## src/rtl/melody_pkg.sv

```systemverilog
`default_nettype none
// ----------------------------------------------------------------------------
// melody_pkg : note codes, frequency table and ROM entry layout for the melody
// sequencer and tone path.  Rev 1.0
// ----------------------------------------------------------------------------
package melody_pkg;

  localparam int ENTRY_W  = 7;
  localparam int NOTE_W   = 3;
  localparam int BEATS_W  = 4;
  localparam int PERIOD_W = 18;

  typedef enum logic [NOTE_W-1:0] {
    NOTE_C    = 3'd0,
    NOTE_D    = 3'd1,
    NOTE_E    = 3'd2,
    NOTE_F    = 3'd3,
    NOTE_G    = 3'd4,
    NOTE_A    = 3'd5,
    NOTE_B    = 3'd6,
    NOTE_REST = 3'd7
  } note_t;

  typedef enum logic [1:0] {
    ST_IDLE = 2'd0,
    ST_LOAD = 2'd1,
    ST_CFG  = 2'd2,
    ST_PLAY = 2'd3
  } state_t;

  typedef struct packed {
    logic [NOTE_W-1:0]  note;
    logic [BEATS_W-1:0] beats;
  } entry_t;

  // Rest returns 1 Hz so constant period arithmetic never divides by zero.
  function automatic int unsigned note_freq_hz(input int unsigned code);
    case (code)
      0:       return 523;
      1:       return 587;
      2:       return 659;
      3:       return 698;
      4:       return 783;
      5:       return 880;
      6:       return 987;
      default: return 1;
    endcase
  endfunction

endpackage
`default_nettype wire

```

## src/rtl/melody_rom.sv

```systemverilog
`default_nettype none
// ----------------------------------------------------------------------------
// melody_rom : combinational melody table, address in, 7-bit entry out.
// Rev 1.0
// ----------------------------------------------------------------------------
module melody_rom
  import melody_pkg::*;
#(
  parameter int unsigned SEQ_LEN = 16
) (
  input  logic [3:0]         addr_i,
  output logic [ENTRY_W-1:0] entry_o
);

  always_comb begin
    entry_o = '0;
    if (32'(addr_i) < SEQ_LEN) begin
      case (addr_i)
        4'd0:    entry_o = {NOTE_C,    4'd4};
        4'd1:    entry_o = {NOTE_D,    4'd4};
        4'd2:    entry_o = {NOTE_E,    4'd4};
        4'd3:    entry_o = {NOTE_F,    4'd4};
        4'd4:    entry_o = {NOTE_G,    4'd4};
        4'd5:    entry_o = {NOTE_A,    4'd4};
        4'd6:    entry_o = {NOTE_B,    4'd4};
        4'd7:    entry_o = {NOTE_REST, 4'd2};
        default: entry_o = '0;
      endcase
    end
  end

endmodule
`default_nettype wire

```

## src/rtl/melody_sequencer.sv

```systemverilog
`default_nettype none
// ----------------------------------------------------------------------------
// melody_sequencer : steps through the melody ROM, hands each note to the tone
// generator over a valid/ready handshake and times it in beats.  Rev 1.0
// ----------------------------------------------------------------------------
module melody_sequencer
  import melody_pkg::*;
#(
  parameter int unsigned CLK_HZ     = 100_000_000,
  parameter int unsigned BEAT_TICKS = 12_500_000,
  parameter int unsigned SEQ_LEN    = 16
) (
  input  logic                clock,
  input  logic                resetn,
  input  logic                start,
  input  logic                stop,
  input  logic                loop_en,
  input  logic                cfg_ready,
  output logic                cfg_valid,
  output logic [PERIOD_W-1:0] cfg_period,
  output logic                cfg_rest,
  output logic                tone_en,
  output logic [3:0]          note_idx,
  output logic                busy,
  output logic                done,
  output logic [9:0]          led
);

  localparam logic [23:0] LAST_TICK = 24'(BEAT_TICKS - 1);
  localparam logic [3:0]  LAST_IDX  = 4'(SEQ_LEN - 1);

  state_t                state_q;
  logic [3:0]            note_idx_q;
  logic [23:0]           presc_q;
  logic [BEATS_W-1:0]    beat_q;
  logic [BEATS_W-1:0]    beats_q;
  logic [NOTE_W-1:0]     code_q;
  logic                  cfg_valid_q;
  logic [PERIOD_W-1:0]   cfg_period_q;
  logic                  cfg_rest_q;
  logic                  tone_en_q;
  logic                  busy_q;
  logic                  done_q;

  entry_t                rom_entry;
  logic [PERIOD_W-1:0]   period_tab [8];

  melody_rom #(
    .SEQ_LEN (SEQ_LEN)
  ) u_rom (
    .addr_i  (note_idx_q),
    .entry_o (rom_entry)
  );

  // Half-period table is folded to constants at elaboration.
  for (genvar gi = 0; gi < 8; gi++) begin : g_period
    if (gi == 32'(NOTE_REST)) begin : g_rest
      assign period_tab[gi] = '0;
    end else begin : g_tone
      assign period_tab[gi] = PERIOD_W'(CLK_HZ / (2 * note_freq_hz(gi)));
    end
  end

  always_ff @(posedge clock or negedge resetn) begin
    if (!resetn) begin
      state_q      <= ST_IDLE;
      note_idx_q   <= '0;
      presc_q      <= '0;
      beat_q       <= '0;
      beats_q      <= '0;
      code_q       <= '0;
      cfg_valid_q  <= 1'b0;
      cfg_period_q <= '0;
      cfg_rest_q   <= 1'b0;
      tone_en_q    <= 1'b0;
      busy_q       <= 1'b0;
      done_q       <= 1'b0;
    end else begin
      done_q <= 1'b0;
      if (stop) begin
        state_q     <= ST_IDLE;
        cfg_valid_q <= 1'b0;
        tone_en_q   <= 1'b0;
        busy_q      <= 1'b0;
        presc_q     <= '0;
        beat_q      <= '0;
      end else begin
        case (state_q)
          ST_IDLE: begin
            if (start) begin
              state_q    <= ST_LOAD;
              note_idx_q <= '0;
              busy_q     <= 1'b1;
            end
          end
          ST_LOAD: begin
            code_q  <= rom_entry.note;
            beats_q <= rom_entry.beats;
            if (rom_entry.beats == '0) begin
              if (loop_en) begin
                note_idx_q <= '0;
              end else begin
                state_q <= ST_IDLE;
                busy_q  <= 1'b0;
                done_q  <= 1'b1;
              end
            end else begin
              state_q      <= ST_CFG;
              cfg_valid_q  <= 1'b1;
              cfg_rest_q   <= (rom_entry.note == NOTE_REST);
              cfg_period_q <= period_tab[rom_entry.note];
            end
          end
          ST_CFG: begin
            if (cfg_ready) begin
              state_q     <= ST_PLAY;
              cfg_valid_q <= 1'b0;
              presc_q     <= '0;
              beat_q      <= '0;
              tone_en_q   <= ~cfg_rest_q;
            end
          end
          ST_PLAY: begin
            if (presc_q == LAST_TICK) begin
              presc_q <= '0;
              if (beat_q == beats_q - 4'd1) begin
                beat_q    <= '0;
                tone_en_q <= 1'b0;
                // The final ROM slot behaves like an end marker without a LOAD.
                if (note_idx_q == LAST_IDX) begin
                  if (loop_en) begin
                    note_idx_q <= '0;
                    state_q    <= ST_LOAD;
                  end else begin
                    state_q <= ST_IDLE;
                    busy_q  <= 1'b0;
                    done_q  <= 1'b1;
                  end
                end else begin
                  note_idx_q <= note_idx_q + 4'd1;
                  state_q    <= ST_LOAD;
                end
              end else begin
                beat_q <= beat_q + 4'd1;
              end
            end else begin
              presc_q <= presc_q + 24'd1;
            end
          end
          default: state_q <= ST_IDLE;
        endcase
      end
    end
  end

  assign cfg_valid  = cfg_valid_q;
  assign cfg_period = cfg_period_q;
  assign cfg_rest   = cfg_rest_q;
  assign tone_en    = tone_en_q;
  assign note_idx   = note_idx_q;
  assign busy       = busy_q;
  assign done       = done_q;
  assign led        = {busy_q, 2'b00, tone_en_q ? 7'(7'd1 << code_q) : 7'd0};

endmodule
`default_nettype wire

```

## config.mk

```make
export PLATFORM = sky130hd
export DESIGN_NAME = melody_sequencer
export DESIGN_NICKNAME = d
export VERILOG_FILES = /design/src/rtl/melody_pkg.sv /design/src/rtl/melody_rom.sv /design/src/rtl/melody_sequencer.sv
export SDC_FILE = /design/constraint.sdc
export NUM_CORES = 1
export LEC_CHECK = 0
export CAP_MARGIN = 20
export CORE_ASPECT_RATIO = 1.4
export CORE_UTILIZATION = 55
export CTS_CLUSTER_SIZE = 10
export DETAILED_ROUTE_END_ITERATION = 6
export MAX_ROUTING_LAYER = met4
export PLACE_DENSITY = 0.84
export SLEW_MARGIN = 10
export SYNTH_ARGS = -nofsm -noshare
export SYNTH_HDL_FRONTEND = slang
export SYNTH_SLANG_ARGS = --single-unit
export TNS_END_PERCENT = 20
```

## constraint.sdc

```tcl
create_clock -name clock -period 2.8 [get_ports clock]
set_input_delay 0.56 -clock clock [delete_from_list [all_inputs] [get_ports clock]]
set_output_delay 0.56 -clock clock [all_outputs]
set_load 0.02 [all_outputs]
```

==> summary.txt, run 1 <==
Outcome
  • Status: completed

CTS
  • Cts repair resizes: 0
  • Root buffer cell: clkbuf_8
  • CTS Hold Bufs: 0
  • # clock sinks: 59
  • CTS Buf Count: 9
  • H-tree Lvls: 3
  • Clock-pin slew on the worst setup and hold paths: 0.07 ns
  • Clock Path Buffers: 2
  • CTS tree: built
  • Worst-Skew Late Latency: 0.34 ns
  • Postcts setup bufs: 0

Power and ir drop
  • P_leak: 1.66 nW
  • Clock share of power: 27.8%
  • Sw Pwr: 774 uW
  • Internal: 1.54 mW
  • Switch share: 33.5%
  • Power, Total: 2.31 mW
  • Flop pwr share: 45.6%
  • Pwr dens: 598 mW/mm2
  • Worst vdd ir: 0.389 mV
  • Comb power frac: 26.6%

Place
  • IO Port Bufs: 38
  • Dpl cells: 470
  • Dpl cell area: 0.00370 mm2
  • Hpwl dp: 5.02 mm
  • GP Congestion: 0.975

Finish
  • Ant diodes: 0
  • Final Non-Filler Cells: 486
  • Layout area overhead: 18.3%
  • Share of post-route cells with drive strength above 1: 8.85%
  • Post-route cell area: 0.00386 mm2
  • Final #Nets: 429

Detailed routing
  • Drt total wl: 6.88 mm
  • Antenna-violating nets left: 0
  • Met3 routed WL: 312 um
  • # DRC: 0
  • Metal-1 WL: 2.91 mm
  • Vias per inst: 5.65
  • DR top layer: met4
  • Per-cell routed wire length: 14.2 um
  • DR vias: 2746
  • Iteration-0 DRC Markers: 229
  • Met2 wire length: 3.47 mm
  • First-pass DRT Iterations: 4

Worst setup path
  • Worst-path cell chain: ha_1 > ha_1 > nor2b_1 > o31ai_1 > a221oi_1 > o211ai_1 > o31a_1
  • CP max stage cell: dfrtp_1
  • Critical Path Start: note_idx[1]
  • CP Class: register to register
  • Worst EP arrival: 2.62 ns
  • CP peak stage delay: 0.50 ns
  • Worst r2r path cells: 7
  • Setup slack, reg-to-reg: 0.41 ns
  • Worst R2R Start: note_idx[1]
  • Most frequent CP cell: ha_1
  • Type of element launching the critical path: register
  • FF-to-FF End: note_idx[0]
  • Worst setup EP type: register
  • Crit Path Max Fanout: 8
  • Critical Path RT: 3.03 ns

Timing
  • Unrepaired setup endpoints after global routing: no
  • Final Max Slew Viols: 0
  • Period utilization: 85.4%
  • Max Fclk: 418 MHz
  • Rel. slew slack: 34.2%
  • Final setup vio count: 0
  • WHS: 0.196 ns
  • Post-route setup TNS: 0 ns
  • Min cycle time layout: 2.39 ns
  • Skew final: 0.00821 ns
  • Final Hold Viols: 0
  • Worst-margin pin slew: 0.984 ns

Yosys
  • Post-synth top cells: dfrtp_1 (59), nand2_1 (56), nor2_1 (43), o21ai_0 (36), nand3_1 (18)
  • Top-count cell post-synth: dfrtp_1
  • Mean Syn Cell Area: 8.84 um2
  • Leading area contributor after synthesis: dfrtp_1
  • Share of flip-flops with an asynchronous set or reset: 100%
  • Post-synth EDFFs: 0
  • Synth top area cells: dfrtp_1 (45%), nand2_1 (6.4%), o21ai_0 (5.5%), nor2_1 (4.9%), xnor2_1 (4.0%)
  • Top_reg_cell synth: dfrtp_1
  • Post-synth top area share: 45.2%
  • Mapped Cells: 369
  • Yosys Warn Count: 0
  • Yosys reg bits: 59
  • Post-Syn Area: 0.00326 mm2
  • Sequential area share after synthesis: 45.2%
  • Library cells used by synthesis: 53

Global routing
  • Pin count of the biggest net entering global routing: 37
  • GR Util All Layers: 26.1%
  • Vias in the first global route: 2552
  • First-pass GRT wire length: 11.8 mm
  • GR Overflow Total: 0
  • Initial antenna violation count: 0

Floorplanning
  • Ports: 43
  • Die width: 67.1 um
  • Rows: 32
  • Initial Util: 58.2%
  • Core footprint: 0.00561 mm2
  • Die area: 0.00625 mm2
  • Die Ht: 93.1 um

Hold path
  • Hold Path Class: input pin to asynchronous set/reset pin

Job
  • # Max-Cap Violations: 0
layer usage:
metal / GRT usage (%) / vias to the layer above
li1: - / 1361
met2: 41.0 / 74
met1: 31.0 / 1294
met5: - / -
met3: 6.83 / 17
met4: 11.3 / 0
stage by stage:
stage / setup slack [ns] / util (%)
2_1_floorplan: 0.692 / -
3_3_place_gp: 0.310 / 66.0
3_5_place_dp: 0.227 / 66.0
4_1_cts: 0.418 / 68.9
5_1_grt: 0.192 / 68.9
6_report: 0.408 / 68.9
critical path: cells and delay by family, from the launching register on:
family / cells / cell delay [ns]
flip-flops: 1 / 0.50
AO/OA/AOI/OAI: 4 / 0.98
adder cells (fa/ha/maj): 2 / 0.50
AND/OR/NAND/NOR: 1 / 0.31
worst max path at each step:
stage | end | slack, ns | depth (start not counted)
global route | note_idx[0] | 0.19 | 7
detailed placement | presc_q[9] | 0.23 | 5
CTS | note_idx[0] | 0.42 | 7
global placement | presc_q[9] | 0.31 | 5
finish | note_idx[0] | 0.41 | 7
floorplan | note_idx[0] | 0.69 | 7
flip-flops by register name, indices dropped and copies added, names as in the netlist, 2 cells and up:
| signal | count |
|---|---|
| code_q | 3 |
| presc_q | 24 |
| beat_q | 4 |
| cfg_period | 15 |
| note_idx | 4 |
| state_q | 2 |
| beats_q | 2 |
kinds of logic (layout without fill, tap and decap cells):
logic type,after synthesis,count (layout),synth area share (%)
AO/OA/AOI/OAI,74,74,14.1
AND/OR/NAND/NOR,174,174,26.3
flip-flops,59,59,45.2
other,1,4,0.115
buffers and inverters,29,75,4.37
adder cells (fa/ha/maj),10,10,3.83
XOR/XNOR,21,21,5.64
multiplexers,1,1,0.345
final cells by class:
class | instances | area, um2
Fill cell | 460 | 1740
Multi-Input combinational cell | 284 | 1660
Sequential cell | 59 | 1480
Timing Repair Buffer | 46 | 435
Clock buffer | 10 | 128
Tap cell | 68 | 85.1
Inverter | 13 | 48.8
Clock inverter | 6 | 32.5
power groups by stage:
| stage | logic, mW | clock network (mW) | registers [mW] |
|---|---|---|---|
| 6_report | 0.615 | 0.642 | 1.05 |
| 5_1_grt | 0.685 | 0.710 | 1.07 |
| 4_1_cts | 0.622 | 0.656 | 1.05 |
| 3_5_place_dp | 0.620 | 0 | 1.07 |
| 3_3_place_gp | 0.606 | 0 | 1.06 |
| 2_1_floorplan | 0.278 | 0 | 1.14 |
cells in the final DEF, fill, tap and decap left out, types with 3 or more instances in the layout:
master	instances
a21oi_1	11
nor2_1	43
clkdlybuf4s50_1	37
nand2b_1	10
xnor2_1	15
conb_1	4
o211ai_1	4
xor2_1	6
clkbuf_8	9
inv_1	13
buf_4	8
nand3_1	18
ha_1	10
o21ai_0	36
or3_1	3
nand4_1	4
clkinv_2	5
nor3_1	14
nor4_1	4
nor2b_1	3
nand2_1	56
dfrtp_1	59
o31ai_1	4
a22o_1	3
and4_1	3
No activity file was read; power rests on OpenSTA's default activity.
==> run 2: changes to the inputs <==
--- a/config.mk
+++ b/config.mk
@@ -7,7 +7,7 @@
 export LEC_CHECK = 0
 export CAP_MARGIN = 20
 export CORE_ASPECT_RATIO = 1.4
-export CORE_UTILIZATION = 55
+export CORE_UTILIZATION = 56
 export CTS_CLUSTER_SIZE = 10
 export DETAILED_ROUTE_END_ITERATION = 6
 export MAX_ROUTING_LAYER = met4
@@ -15,5 +15,6 @@
 export SLEW_MARGIN = 10
 export SYNTH_ARGS = -nofsm -noshare
 export SYNTH_HDL_FRONTEND = slang
+export SYNTH_HIERARCHICAL = 1
 export SYNTH_SLANG_ARGS = --single-unit
 export TNS_END_PERCENT = 20
==> run 2 against run 1 <==
Net effect:
- wire length increased by 11%
- die area up 3.9%
- synthesized area grew 5.9%
- critical endpoint unchanged
==> summary.txt, run 2 <==
Yosys
  • Post-synth EDFFs: 0 (unchanged)
  • Leading area contributor after synthesis: dfrtp_1 (unchanged)
  • Top_reg_cell synth: dfrtp_1 (unchanged)
  • Mapped Cells: 382 (was 369)
  • Post-Syn Area: 0.00346 mm2 (was 0.00326 mm2)
  • Synth top area cells: dfrtp_1 (44%), nand2_1 (4.8%), nor2_1 (4.5%), o21ai_0 (4.2%), xor2_1 (3.8%) (was dfrtp_1 (45%), nand2_1 (6.4%), o21ai_0 (5.5%), nor2_1 (4.9%), xnor2_1 (4.0%))
  • Sequential area share after synthesis: 44.2% (was 45.2%)
  • Yosys reg bits: 61 (was 59)
  • Library cells used by synthesis: 53 (unchanged)
  • Post-synth top area share: 44.2% (was 45.2%)
  • Share of flip-flops with an asynchronous set or reset: 100% (unchanged)
  • Post-synth top cells: dfrtp_1 (61), nand2_1 (44), nor2_1 (41), o21ai_0 (29) (was dfrtp_1 (59), nand2_1 (56), nor2_1 (43), o21ai_0 (36), nand3_1 (18))
  • Mean Syn Cell Area: 9.05 um2 (was 8.84 um2)
  • Top-count cell post-synth: dfrtp_1 (unchanged)
  • Yosys Warn Count: 6 (was 0)

Detailed routing
  • DR vias: 2919 (was 2746)
  • First-pass DRT Iterations: 4 (unchanged)
  • Vias per inst: 5.85 (was 5.65)
  • Drt total wl: 7.67 mm (was 6.88 mm)
  • Iteration-0 DRC Markers: 188 (was 229)
  • Antenna-violating nets left: 0 (unchanged)
  • Per-cell routed wire length: 15.4 um (was 14.2 um)
  • # DRC: 0 (unchanged)

Floorplanning
  • Core footprint: 0.00590 mm2 (was 0.00561 mm2)
  • Die Ht: 95.0 um (was 93.1 um)
  • Rows: 33 (was 32)
  • Ports: 43 (unchanged)
  • Die width: 68.4 um (was 67.1 um)
  • Die area: 0.00650 mm2 (was 0.00625 mm2)
  • Initial Util: 58.6% (was 58.2%)

Finish
  • Final #Nets: 438 (was 429)
  • Ant diodes: 0 (unchanged)
  • Commonest non-fill, non-tap cells in the layout: dfrtp_1 (61), nand2_1 (44), nor2_1 (41), clkdlybuf4s50_1 (37), o21ai_0 (29) (was dfrtp_1 (59), nand2_1 (56), nor2_1 (43), clkdlybuf4s50_1 (37), o21ai_0 (36))
  • Biggest register: presc_q (unchanged)
  • Largest register FFs: 24 (unchanged)
  • Most common cell after layout, fill and taps aside: dfrtp_1 (unchanged)
  • Layout area overhead: 18.3% (about the same)
  • Share of post-route cells with drive strength above 1: 9.79% (was 8.85%)

Timing
  • Rel. slew slack: 47.2% (was 34.2%)
  • Unrepaired setup endpoints after global routing: no (unchanged)
  • Worst-margin pin slew: 0.785 ns (was 0.984 ns)
  • Period utilization: 86.0% (was 85.4%)
  • Final Max Slew Viols: 0 (unchanged)
  • Skew final: 0.00859 ns (was 0.00821 ns)
  • Min cycle time layout: 2.41 ns (was 2.39 ns)
  • Final setup vio count: 0 (unchanged)
  • Max Fclk: 415 MHz (was 418 MHz)
  • Setup slack after layout: 0.393 ns (was 0.408 ns)
  • Final Hold Viols: 0 (unchanged)
  • WHS: 0.211 ns (was 0.196 ns)
  • Post-route setup TNS: 0 ns (unchanged)

Place
  • IO Port Bufs: 38 (unchanged)
  • Place WS: 0.325 ns (was 0.227 ns)
  • Hpwl dp: 5.73 mm (was 5.02 mm)
  • GP Congestion: 0.976 (was 0.975)

Power and ir drop
  • Worst vdd ir: 0.313 mV (was 0.389 mV)
  • Pwr dens: 561 mW/mm2 (was 598 mW/mm2)
  • P_leak: 1.72 nW (was 1.66 nW)

Worst setup path
  • Most frequent CP cell: nor3_1 (was ha_1)
  • Worst setup EP type: register (unchanged)
  • CP max stage cell: or4_1 (was dfrtp_1)
  • Crit Path Max Fanout: 11 (was 8)
  • Worst-path cell chain: and4b_1 > or4_1 > nor3_1 > nor3_1 > o311ai_0 > o21ai_0 (was ha_1 > ha_1 > nor2b_1 > o31ai_1 > a221oi_1 > o211ai_1 > o31a_1)
  • Worst EP arrival: 2.63 ns (was 2.62 ns)
  • Type of element launching the critical path: register (unchanged)
  • CP peak stage delay: 0.60 ns (was 0.50 ns)
  • Critical Path RT: 3.02 ns (was 3.03 ns)
  • CP Class: register to register (unchanged)

CTS
  • H-tree Lvls: 3 (unchanged)
  • Root buffer cell: clkbuf_8 (unchanged)
  • Worst-Skew Late Latency: 0.35 ns (was 0.34 ns)
  • CTS Buf Count: 9 (unchanged)
  • Postcts setup bufs: 0 (unchanged)
  • CTS tree: built (unchanged)
  • Clock Path Buffers: 2 (unchanged)
  • # clock sinks: 61 (was 59)
  • CTS Hold Bufs: 0 (unchanged)
  • Clock-pin slew on the worst setup and hold paths: 0.07 ns (about the same)
  • Cts repair resizes: 0 (unchanged)

Job
  • # Max-Cap Violations: 0 (unchanged)

Global routing
  • Pin count of the biggest net entering global routing: 37 (unchanged)
  • First-pass GRT wire length: 12.9 mm (was 11.8 mm)
  • Vias in the first global route: 2858 (was 2552)
  • GR Util All Layers: 28.0% (was 26.1%)
  • Initial antenna violation count: 0 (unchanged)
  • GR Overflow Total: 0 (unchanged)

Hold path
  • Hold Path Class: input pin to asynchronous set/reset pin (unchanged)

Outcome
  • Status: completed (unchanged)
[run 2: kinds of logic after synthesis]
kind of cell               count (synthesis)  synth area share [%]
AOI/OAI and AO/OA                         75                  13.1
buffers and inverters                     30                  4.67
xor gates and xnor gates                  24                  6.51
other                                      2                 0.217
adders and majority gates                  8                  2.90
DFF                                       61                  44.2
muxes                                      9                  2.86
and+or+nand+nor                          173                  25.6
[run 2: worst max-delay path: cells and delay by family, from the launching register on]
family | cells | cell delay, ns
AO/OA/AOI/OAI | 2 | 0.49
flip-flops | 1 | 0.49
AND/OR/NAND/NOR | 4 | 1.30
[run 2: worst paths after layout]
check | end | cells past startpoint | slack [ns] | from
worst max register to register | note_idx[0] | 6 | 0.39 | note_idx[3]
worst min-delay path | note_idx[2] | 1 | 0.21 | resetn
max in group asynchronous | presc_q[16] | 2 | 1.98 | resetn
worst max-delay path | note_idx[0] | 6 | 0.39 | note_idx[3]
worst min register to register | cfg_period[6] | 2 | 0.48 | cfg_period[6]
min in group clock | cfg_period[6] | 2 | 0.48 | cfg_period[6]
[run 2: per-layer routing]
layer	global-route usage (%)	wire length, um
met2	49.3	4190
met1	27.9	2930
met5	-	0
met3	5.31	317
met4	15.6	235
[run 2: area by class of cell]
type / instances / area [um2]
clock inverter: 7 / 75.1
tap: 70 / 87.6
sequential: 61 / 1530
clock buffer: 9 / 124
fill: 469 / 1810
multi-input combinational: 295 / 1780
timing repair buffer: 47 / 455
inverter: 10 / 37.5
[run 2: per-stage QoR]
stage | total power [mW] | util [%] | cell area, um2 | cells
final | 2.30 | 69.3 | 4090 | 499
after global placement | 1.52 | 65.9 | 3890 | 483
after global routing | 2.41 | 69.3 | 4090 | 499
after CTS | 2.31 | 69.3 | 4090 | 499
after floorplan | 1.32 | - | 3470 | 386
after detailed placement | 1.53 | 65.9 | 3890 | 483
[run 2: power breakdown]
part	internal [mW]	switching, mW
Sequential	0.965	0.0652
Clock	0.414	0.370
Combinational	0.223	0.258
==> run 3: changes to the inputs <==
--- a/config.mk
+++ b/config.mk
@@ -5,13 +5,13 @@
 export SDC_FILE = /design/constraint.sdc
 export NUM_CORES = 1
 export LEC_CHECK = 0
-export CAP_MARGIN = 20
 export CORE_ASPECT_RATIO = 1.4
-export CORE_UTILIZATION = 56
+export CORE_UTILIZATION = 35
+export CTS_BUF_LIST = sky130_fd_sc_hd__clkbuf_16
 export CTS_CLUSTER_SIZE = 10
 export DETAILED_ROUTE_END_ITERATION = 6
 export MAX_ROUTING_LAYER = met4
-export PLACE_DENSITY = 0.84
+export PLACE_DENSITY = 0.59
 export SLEW_MARGIN = 10
 export SYNTH_ARGS = -nofsm -noshare
 export SYNTH_HDL_FRONTEND = slang
==> run 3 against run 2 <==
Net effect:
- clock power rose by 20%
- core utilization is 25 points lower
- final area increased by 3.3%
- sequential power about the same
- cell count rose by 12%
- combinational power barely moved
- non-clock buffer count up 1
- critical endpoint is now note_idx[1]
- sequential cell count is the same
- global-route usage decreased by 11 points
- power is 6.6% higher
==> summary.txt, run 3 (same netlist as run 2, synthesis figures left out) <==
Timing
  • Rel. slew slack: 43.6% (was 47.2%)
  • Min cycle time layout: 2.36 ns (was 2.41 ns)
  • Post-route setup TNS: 0 ns (unchanged)
  • Final Hold Viols: 0 (unchanged)
  • Final Max Slew Viols: 0 (unchanged)
  • Unrepaired setup endpoints after global routing: no (unchanged)
  • Period utilization: 84.2% (was 86.0%)
  • Skew final: 0.00959 ns (was 0.00859 ns)
  • Final setup vio count: 0 (unchanged)
  • WHS: 0.273 ns (was 0.211 ns)
  • Max Fclk: 424 MHz (was 415 MHz)
  • Worst-margin pin slew: 0.840 ns (was 0.785 ns)
  • Setup slack after layout: 0.442 ns (was 0.393 ns)

CTS
  • Clock-pin slew on the worst setup and hold paths: 0.05 ns (was 0.07 ns)
  • CTS tree: built (unchanged)
  • Clock Path Buffers: 2 (unchanged)
  • Worst-Skew Late Latency: 0.33 ns (was 0.35 ns)
  • H-tree Lvls: 3 (unchanged)
  • Root buffer cell: clkbuf_16 (was clkbuf_8)
  • Postcts setup bufs: 0 (unchanged)
  • # clock sinks: 61 (unchanged)
  • CTS Buf Count: 9 (unchanged)
  • Cts repair resizes: 0 (unchanged)
  • CTS Hold Bufs: 0 (unchanged)

Finish
  • Biggest register: presc_q (unchanged)
  • Final #Nets: 439 (was 438)
  • Final Non-Filler Cells: 560 (was 499)
  • Largest register FFs: 24 (unchanged)
  • Most common cell after layout, fill and taps aside: dfrtp_1 (unchanged)
  • Ant diodes: 0 (unchanged)
  • Layout area overhead: 22.2% (was 18.3%)
  • Post-route cell area: 0.00422 mm2 (was 0.00409 mm2)
  • Commonest non-fill, non-tap cells in the layout: dfrtp_1 (61), nand2_1 (44), nor2_1 (41), clkdlybuf4s50_1 (37), o21ai_0 (29) (unchanged)
  • Final core utilization: 44.4% (was 69.3%)
  • Share of post-route cells with drive strength above 1: 9.11% (was 9.79%)

Power and ir drop
  • P_leak: 1.75 nW (was 1.72 nW)
  • Clock share of power: 38.3% (was 34.2%)
  • Flop pwr share: 42.0% (was 44.9%)
  • Power, Total: 2.45 mW (was 2.30 mW)
  • Worst vdd ir: 0.282 mV (was 0.313 mV)
  • Switch share: 27.9% (was 30.2%)
  • Pwr dens: 580 mW/mm2 (was 561 mW/mm2)
  • Internal: 1.77 mW (was 1.60 mW)
  • Sw Pwr: 683 uW (was 693 uW)
  • Comb power frac: 19.7% (was 21.0%)

Worst setup path
  • CP Class: register to register (unchanged)
  • Type of element launching the critical path: register (unchanged)
  • Worst EP arrival: 2.54 ns (was 2.63 ns)
  • Crit Path Max Fanout: 11 (unchanged)
  • Critical Path RT: 2.99 ns (was 3.02 ns)
  • Worst setup EP type: register (unchanged)

Detailed routing
  • Drt total wl: 7.79 mm (was 7.67 mm)
  • Iteration-0 DRC Markers: 158 (was 188)
  • Vias per inst: 5.12 (was 5.85)
  • # DRC: 0 (unchanged)
  • Per-cell routed wire length: 13.9 um (was 15.4 um)
  • First-pass DRT Iterations: 4 (unchanged)
  • Antenna-violating nets left: 0 (unchanged)
  • DR vias: 2869 (was 2919)

Floorplanning
  • Initial Util: 36.3% (was 58.6%)
  • Die Ht: 120 um (was 95.0 um)
  • Die width: 86.0 um (was 68.4 um)
  • Core footprint: 0.00951 mm2 (was 0.00590 mm2)
  • Rows: 42 (was 33)
  • Ports: 43 (unchanged)
  • Die area: 0.0103 mm2 (was 0.00650 mm2)

Global routing
  • GR Overflow Total: 0 (unchanged)
  • First-pass GRT wire length: 13.2 mm (was 12.9 mm)
  • GR Util All Layers: 17.0% (was 28.0%)
  • Vias in the first global route: 2795 (was 2858)
  • Pin count of the biggest net entering global routing: 34 (was 37)
  • Initial antenna violation count: 0 (unchanged)

Place
  • GP Congestion: 0.888 (was 0.976)
  • Hpwl dp: 5.75 mm (was 5.73 mm)
  • Dpl cell area: 0.00398 mm2 (was 0.00389 mm2)
  • Dpl cells: 546 (was 483)
  • Place WS: 0.333 ns (was 0.325 ns)
  • IO Port Bufs: 38 (unchanged)

Hold path
  • Hold Path Class: input pin to asynchronous set/reset pin (unchanged)

Job
  • # Max-Cap Violations: 0 (unchanged)

Outcome
  • Status: completed (unchanged)
[run 3: cell count changes in the layout (fill, tap and decap cells not counted)]
cell / delta
buf_4: +1
bufinv_16: -1
clkbuf_16: +9
clkbuf_8: -9
clkinv_2: +1
clkinv_4: -3
inv_1: +2
inv_6: -1
[run 3: critical path, cell delays in order (launching register included)]
cell and delay, ns:
dfrtp_1 0.49, and4b_1 0.26, or4_1 0.60, nor3_1 0.25
nor3_1 0.10, o311ai_0 0.36, o21ai_0 0.15
[run 3: final timing paths]
check / from / endpoint / slack [ns] / cells past startpoint
min in group clock: cfg_period[3] / cfg_period[3] / 0.47 / 2
max: note_idx[3] / note_idx[1] / 0.44 / 6
max reg2reg: note_idx[3] / note_idx[1] / 0.44 / 6
min reg2reg: cfg_period[3] / cfg_period[3] / 0.47 / 2
max in group asynchronous: resetn / presc_q[6] / 1.91 / 2
min: resetn / note_idx[3] / 0.27 / 1
[run 3: routing by layer]
| metal | up-vias | GRT usage [%] | routed length, um |
|---|---|---|---|
| li1 | 1419 | - | - |
| met1 | 1370 | 19.2 | 3310 |
| met2 | 68 | 28.8 | 4020 |
| met3 | 12 | 3.51 | 311 |
| met4 | 0 | 7.40 | 140 |
| met5 | - | - | 0 |
[run 3: area by class of cell]
class | instances | area, um2
fillers | 930 | 5290
multi-input cells | 295 | 1780
flip-flops and latches | 61 | 1530
repair buffers | 48 | 463
clock buffers | 9 | 225
well taps | 132 | 165
inverters | 10 | 37.5
clock inverters | 5 | 22.5
[run 3: power by group through the flow]
| stage | sequential (mW) | clock (mW) | combinational (mW) |
|---|---|---|---|
| finish | 1.03 | 0.938 | 0.481 |
| floorplan | 1.12 | 0 | 0.205 |
| global placement | 1.04 | 0 | 0.482 |
| detailed placement | 1.05 | 0 | 0.487 |
| CTS | 1.03 | 0.969 | 0.488 |
| global route | 1.04 | 1.00 | 0.538 |
